==> config.mk <==
export PLATFORM = sky130hd
export DESIGN_NAME = counter_loadable_bank
export DESIGN_NICKNAME = d
export VERILOG_FILES = /design/src/rtl/counter_loadable_bank.sv
export SDC_FILE = /design/constraint.sdc
export NUM_CORES = 1
export LEC_CHECK = 0
export CELL_PAD_IN_SITES_DETAIL_PLACEMENT = 0
export CELL_PAD_IN_SITES_GLOBAL_PLACEMENT = 1
export CORE_MARGIN = 3
export CORE_UTILIZATION = 45
export CTS_CLUSTER_SIZE = 40
export DETAILED_ROUTE_END_ITERATION = 12
export GPL_TIMING_DRIVEN = 0
export PLACE_DENSITY_LB_ADDON = 0.1
export SLEW_MARGIN = 20
export SYNTH_ARGS = -nofsm -noshare
export SYNTH_HDL_FRONTEND = slang
export SYNTH_SLANG_ARGS = --single-unit
export TNS_END_PERCENT = 1
==> constraint.sdc <==
create_clock -name clk_i -period 2.3 [get_ports clk_i]
set_input_delay 0.46 -clock clk_i [delete_from_list [all_inputs] [get_ports clk_i]]
set_output_delay 0.46 -clock clk_i [all_outputs]
set_load 0.05 [all_outputs]
==> src/rtl/counter_loadable_bank.sv <==
// counter_loadable_bank: CH-channel loadable up-counter bank with reload, terminal match, DONE level and one-cycle PULSE.
// Optional shared tick prescaler is enabled by defining CNT_PRESCALE_EN (adds the PRESCALE parameter).
module counter_loadable_bank #(
  parameter int N = 8,
  parameter int CH = 4,
  parameter int SEL_W = 2,
  parameter int STEP = 1
`ifdef CNT_PRESCALE_EN
  , parameter int PRESCALE = 4
`endif
) (
  input  logic            clk_i,
  input  logic            rst_n_i,
  input  logic            wr_i,
  input  logic [SEL_W-1:0] wsel_i,
  input  logic            wreg_i,
  input  logic [N-1:0]    din_i,
  input  logic [CH-1:0]   en_i,
  input  logic [CH-1:0]   auto_i,
  output logic [CH*N-1:0] count_o,
  output logic [CH-1:0]   done_o,
  output logic [CH-1:0]   pulse_o
);
  logic tick;
`ifdef CNT_PRESCALE_EN
  localparam int PW = PRESCALE > 1 ? $clog2(PRESCALE) : 1;
  logic [PW-1:0] pre_q, pre_d;
  assign tick = pre_q == PW'(PRESCALE - 1);
  assign pre_d = tick ? '0 : pre_q + 1'b1;
  // Shared free-running divider; tick fires on its last count.
  always_ff @(posedge clk_i or negedge rst_n_i)
    if (!rst_n_i) pre_q <= '0;
    else pre_q <= pre_d;
`else
  assign tick = 1'b1;
`endif
  for (genvar i = 0; i < CH; i++) begin : g_ch
    logic [N-1:0] cnt_q, cnt_d, rld_q, rld_d, trm_q, trm_d, nxt;
    logic hit, run, done, pls_q, pls_d;
    assign hit = wr_i && wsel_i == SEL_W'(i);
    assign run = en_i[i] && tick;
    assign done = cnt_q == trm_q;
    assign nxt = cnt_q + N'(STEP);
    assign count_o[i*N +: N] = cnt_q;
    assign done_o[i] = done;
    assign pulse_o[i] = pls_q;
    // Write beats terminal handling, which beats plain counting; a stopped channel just holds.
    always_comb begin
      cnt_d = hit ? (wreg_i ? cnt_q : din_i) : (run && !done) ? nxt : (run && auto_i[i]) ? rld_q : cnt_q;
      rld_d = (hit && !wreg_i) ? din_i : rld_q;
      trm_d = (hit && wreg_i) ? din_i : trm_q;
      pls_d = !hit && run && !done && nxt == trm_q;
    end
    // Channel registers; TERM resets to all ones so DONE starts low.
    always_ff @(posedge clk_i or negedge rst_n_i)
      if (!rst_n_i) begin
        cnt_q <= '0;
        rld_q <= '0;
        trm_q <= '1;
        pls_q <= 1'b0;
      end else begin
        cnt_q <= cnt_d;
        rld_q <= rld_d;
        trm_q <= trm_d;
        pls_q <= pls_d;
      end
  end
endmodule
==> run metrics, run 1 <==
status completed; vias per inst 5.624; # DRC 0; area growth from synthesis to layout 20.69%; number of cell rows 41; Area contributors post-synth dfrtp_1, dfstp_2, mux2_2; # nets final 687; CTS Hold Bufs 0; Avg Inst Size Synth 10.03 sq um; final instance area 0.007153 sq mm; number of global-route vias before repair 4729; synth warn 0; die width 120.8 um; DIE HEIGHT 120.8 um; Worst Setup Start Kind register; # clock sinks 100; cell taking the most area after synthesis dfrtp_1; first-pass GRT wire length 25430 um; initial antenna violation count 0; clk buf depth 2; largest net degree at the start of global routing 52; dpl cells 820; hpwl dp 10870 um; n_diodes 0; Wirelength per Cell 18.75 um; count leader, synth nand2_1; power per standard cell area 1058 mW/mm^2; post-synth cell types 64; Synth async-reset ratio 1.000; Worst Path Required 1840 ps; starting density of the core 0.4640; Post-Syn Instances 591; Final Max Tran Viols 0; Yosys reg bits 100; Rel. slew slack 0.4442; Final Hold Fails 0; area of the core region 0.01277 sq mm; DR iter-0 viols 272; IO Count 62; Post-DRT Antenna Nets 0; iteration count of the initial detailed-routing pass 5; class of the tightest hold or removal check in -> async; Top FF cell, synth dfrtp_1; DR vias 4713; # fillers 1159; Num CTS Buffers 9; MaxCap Viol Count 0; CTS tree yes; Layout Cells excl Fill 838; Netlist Area Pre-Place 0.005927 sq mm; crit path DAT 1800 ps; post-route clock period utilization 0.9819; post-synth net total 617; CP max FO 5; Seq/Total Area, Yosys 0.4290; Layout Skew 10.67 ps; Clock transition at path regs 70 ps; area share of the largest cell type after synthesis 0.2871; Worst Setup End Kind output port; most frequent cells after synthesis nand2_1, dfrtp_1, xnor2_1; minimum clock period 2258 ps; setup_tns 0 ps; kind of critical path reg -> out; Worst-Margin Slew 833.7 ps; maximum clock rate 0.4428 GHz; Leakage 2.872 nW; Tot GR Track Use 0.2231; H-Tree Depth 3; drt total wl 15710 um; total gr overflow 0; unrepaired setup endpoints after global routing true; Placer Congestion 0.8356; Post-Place Cell Area 0.006734 sq mm; VDD IR max 0.4887 mV; Min Hold Slack 25.32 ps; Post-synth EDFFs 0; Setup-failing EPs final 0; # port buffers 56; clk_lat worst skew 360 ps; layout cells sized above 1 0.2357; Die ar. 0.01458 sq mm; root buffer cell clkbuf_16; total power 0.007565 W
-- final timing paths --
check	startpoint	endpoint	slack, ps	cells after the start
worst max-delay path	g_ch[3].trm_q[2]	done_o[3]	40	5
worst min register to register	g_ch[1].rld_q[4]	g_ch[1].rld_q[4]	480	2
worst min-delay path	rst_n_i	g_ch[1].cnt_q[5]	30	1
worst max register to register	g_ch[0].trm_q[3]	g_ch[0].cnt_q[7]	100	7
max in group asynchronous	rst_n_i	g_ch[3].trm_q[2]	1590	2
min in group clk_i	g_ch[1].rld_q[4]	g_ch[1].rld_q[4]	480	2
-- stage by stage --
step | setup WS (ps) | utilization
after floorplan | -35.87 | -
after global placement | -3378 | 0.5249
after detailed placement | -558.7 | 0.5272
after CTS | 0.2585 | 0.5548
after global routing | -61.27 | 0.5600
final | 41.72 | 0.5600
-- flip-flops by register name (all words and copies together) (netlist names) --
| signal | cells |
|---|---|
| g_ch.rld_q | 32 |
| g_ch.cnt_q | 32 |
| g_ch.trm_q | 32 |
| g_ch.pls_q | 4 |
-- power breakdown --
| part | total (W) | internal (W) | switching [W] | leakage, nW |
|---|---|---|---|---|
| logic | 0.00320 | 0.00145 | 0.00175 | 1.56 |
| clock network | 0.00159 | 0.000878 | 0.000709 | 0.146 |
| registers | 0.00278 | 0.00226 | 0.000517 | 1.16 |
| total | 0.00757 | 0.00459 | 0.00298 | 2.87 |
-- repair_timing --
action / CTS / global route
pin swaps: 5 / 4
buffers inserted: 5 / 0
endpoints found under the hold margin: 0 / 0
setup endpoints to repair: 39 / 23
cloned: 0 / 0
gates resized for setup: 30 / 16
-- layout make-up --
class	count	area, sq um	share of cell area
buffer	41	220.2	0.03079
clock buffer	11	242.7	0.03393
clock inverter	5	57.56	0.008046
inverter	11	41.29	0.005772
multi-input combinational	436	3213	0.4492
sequential	100	2549	0.3563
tap	172	215.2	0.03009
timing repair buffer	62	614.3	0.08588
-- placed cells by master (no fill, tap or decap), types with 18 or more instances in the layout --
cell / instances
nand2_1: 94
dfrtp_1: 63
xnor2_1: 51
clkdlybuf4s50_1: 49
mux2_2: 45
o211ai_1: 34
dfstp_2: 32
nand3_1: 28
nor2_1: 20
nor3_1: 19
buf_4: 18
-- per-layer routing --
layer  track usage  wire [um]  vias to the layer above
met2        0.3552       7556                      126
met1        0.3094       7251                     2318
met5             0          0                        -
met4       0.07649        265                        0
li1              -          -                     2250
met3       0.03742        639                       19
-- cell families after synthesis --
kind of cell / Yosys count / share of synthesized area
simple gates: 200 / 0.1585
flops: 100 / 0.4290
compound gates: 99 / 0.1262
xor+xnor: 80 / 0.1345
buf+inv: 55 / 0.04433
mux: 52 / 0.09732
fa+ha+maj: 5 / 0.01013
-- critical path, cell delays in order, from the launching register on --
cell,delay [ps]
dfstp_2,580
xnor2_1,160
nand4_1,230
nor2_2,170
buf_4,120
buf_4,180
(Power assumes the default switching activity.)
==> inputs of run 2 (changes only) <==
CORE_UTILIZATION = 40   (was 45)
==> run metrics, run 2 (synthesis gave the netlist of run 1 again) <==
most frequent cells in the layout nand2_1, dfrtp_1, xnor2_1; DIE HEIGHT 127.7 um (+5.8%); Post-DRT Antenna Nets 0 (unchanged); MaxCap Viol Count 0 (unchanged); Layout Skew 5.490 ps (-5.178 ps); r2r endpoint g_ch[2].pls_q; layout cells sized above 1 0.2256 (-0.01017); Final Max Tran Viols 0 (unchanged); area of the core region 0.01420 sq mm (+11%); class of the tightest hold or removal check in -> async; root buffer cell clkbuf_16; Die ar. 0.01631 sq mm (+12%); first-pass GRT wire length 26030 um (+2.4%); clk buf depth 2 (unchanged); CP max FO 7 (+2); Worst Path Required 1840 ps (about the same); Leakage 2.866 nW (-0.21%); Rel. slew slack 0.4950 (+0.05077); largest net degree at the start of global routing 59 (+13%); Worst Setup SP g_ch[3].cnt_q[3]; total gr overflow 0 (unchanged); drt total wl 15490 um (-1.4%); Num CTS Buffers 9 (unchanged); Worst-Margin Slew 757.6 ps (-76.15 ps); post-route clock period utilization 0.9959 (+0.01407); status completed; Final Hold Fails 0 (unchanged); Worst R2R Setup Slack 90 ps (about the same); Gate power share 0.415 (-0.008); Layout Cells excl Fill 845 (+0.84%); switching pwr 0.002927 W (-1.7%); Slowest-stage cell, CP dfrtp_1; CTS Hold Bufs 0 (unchanged); unrepaired setup endpoints after global routing true; crit path to done_o[3]; initial antenna violation count 0 (unchanged); final instance area 0.007167 sq mm (+0.19%); commonest non-fill, non-tap cell in the layout nand2_1; minimum clock period 2291 ps (+32.36 ps); r2r startpoint g_ch[2].cnt_q[0]; iteration count of the initial detailed-routing pass 5 (unchanged); cell count along the critical path 5 (unchanged); CTS tree yes; clock share of power 0.223 (+0.013); Post-Place Cell Area 0.006744 sq mm (+0.15%); Wirelength per Cell 18.33 um (-2.2%); starting density of the core 0.4173 (-0.04672); crit path cell chain xnor2_1, nand4_1, nor2_2, buf_4, buf_6; H-Tree Depth 3 (unchanged); Worst Setup End Kind output port; Int Power 0.004732 W (+3.2%); DR iter-0 viols 369 (+36%); sequential share of power 0.362 (-0.005); number of cell rows 43 (+4.9%); die width 127.7 um (+5.8%); DR vias 4724 (+0.23%); # nets final 686 (-0.15%); Worst path max stage delay 490 ps (-90 ps); hpwl dp 11110 um (+2.2%); power per standard cell area 1069 mW/mm^2 (+1.0%); vias per inst 5.591 (-0.60%); # clock sinks 100 (unchanged); n_diodes 0 (unchanged); Buf+Inv Stages, Crit Path 2 (unchanged); IO Count 62 (unchanged); CP top delay family flip-flops; Placer Congestion 0.8726 (+4.4%); total power 0.007659 W (+1.2%); Net Sw Frac 0.3821 (-0.01148); Tot GR Track Use 0.1987 (-0.02433); # DRC 0 (unchanged); # port buffers 56 (unchanged); area growth from synthesis to layout 20.92%; kind of critical path reg -> out; Worst Setup Start Kind register; dpl cells 828 (+0.98%); number of global-route vias before repair 4767 (+0.80%); VDD IR max 0.4874 mV (-0.25%); maximum clock rate 0.4366 GHz (-1.4%); crit path DAT 1830 ps (+30 ps); Worst Reg-to-Reg Cells 6 (-1); clk_lat worst skew 350 ps (about the same); Largest regs g_ch.cnt_q (32), g_ch.rld_q (32), g_ch.trm_q (32); Setup-failing EPs final 0 (unchanged); Clock transition at path regs 70 ps (about the same)
[run 2: through the flow]
stage | setup slack (ps) | utilization | setup TNS, ps | hold slack, ps
3_5_place_dp | -560.2 | 0.4748 | -26950 | 415.8
6_report | 9.363 | 0.5046 | 0 | 23.82
3_3_place_gp | -3499 | 0.4728 | -297910 | 459.5
4_1_cts | 1.800 | 0.5025 | 0 | 32.94
5_1_grt | -107.5 | 0.5046 | -236.4 | 50.06
2_1_floorplan | -35.87 | - | -60.79 | 164.4
[run 2: how the worst min path moves through the flow]
stage / from / endpoint / slack (ps) / cells after the start
floorplan: rst_n_i / g_ch[0].cnt_q[0] / 160 / 0
global placement: g_ch[3].rld_q[4] / g_ch[3].rld_q[4] / 460 / 2
detailed placement: rst_n_i / g_ch[1].cnt_q[3] / 420 / 1
CTS: rst_n_i / g_ch[1].cnt_q[3] / 30 / 1
global route: rst_n_i / g_ch[1].cnt_q[3] / 50 / 1
finish: rst_n_i / g_ch[1].cnt_q[3] / 20 / 1
[run 2: cell type report]
cell class | instances | area, sq um
plain buffers | 41 | 216.5
clock buffers | 13 | 270.3
clock inverters | 3 | 67.56
fillers | 1348 | 7037
inverters | 11 | 41.29
multi-input cells | 436 | 3189
flip-flops and latches | 100 | 2546
well taps | 180 | 225.2
repair buffers | 61 | 610.6
[run 2: metal layers]
metal  GRT usage  vias to the layer above  part of all wire
met5           0                        -                 0
met1      0.2680                     2358              0.45
met2      0.3244                      103              0.49
met3     0.04167                       20             0.039
li1            -                     2243                 -
met4     0.05680                        0             0.018
[run 2: what timing repair did]
action	in CTS	in global routing
setup endpoints to repair	45	22
gates resized for setup	32	9
pin swaps	7	2
setup buffers	4	0
endpoints found under the hold margin	0	0
[run 2: power by group through the flow]
stage	clock [W]	combinational, W	sequential (W)
after floorplan	0	0.00179	0.00320
after global placement	0	0.00310	0.00275
after detailed placement	0	0.00314	0.00276
after CTS	0.00175	0.00317	0.00277
after global routing	0.00184	0.00345	0.00284
final	0.00171	0.00318	0.00277
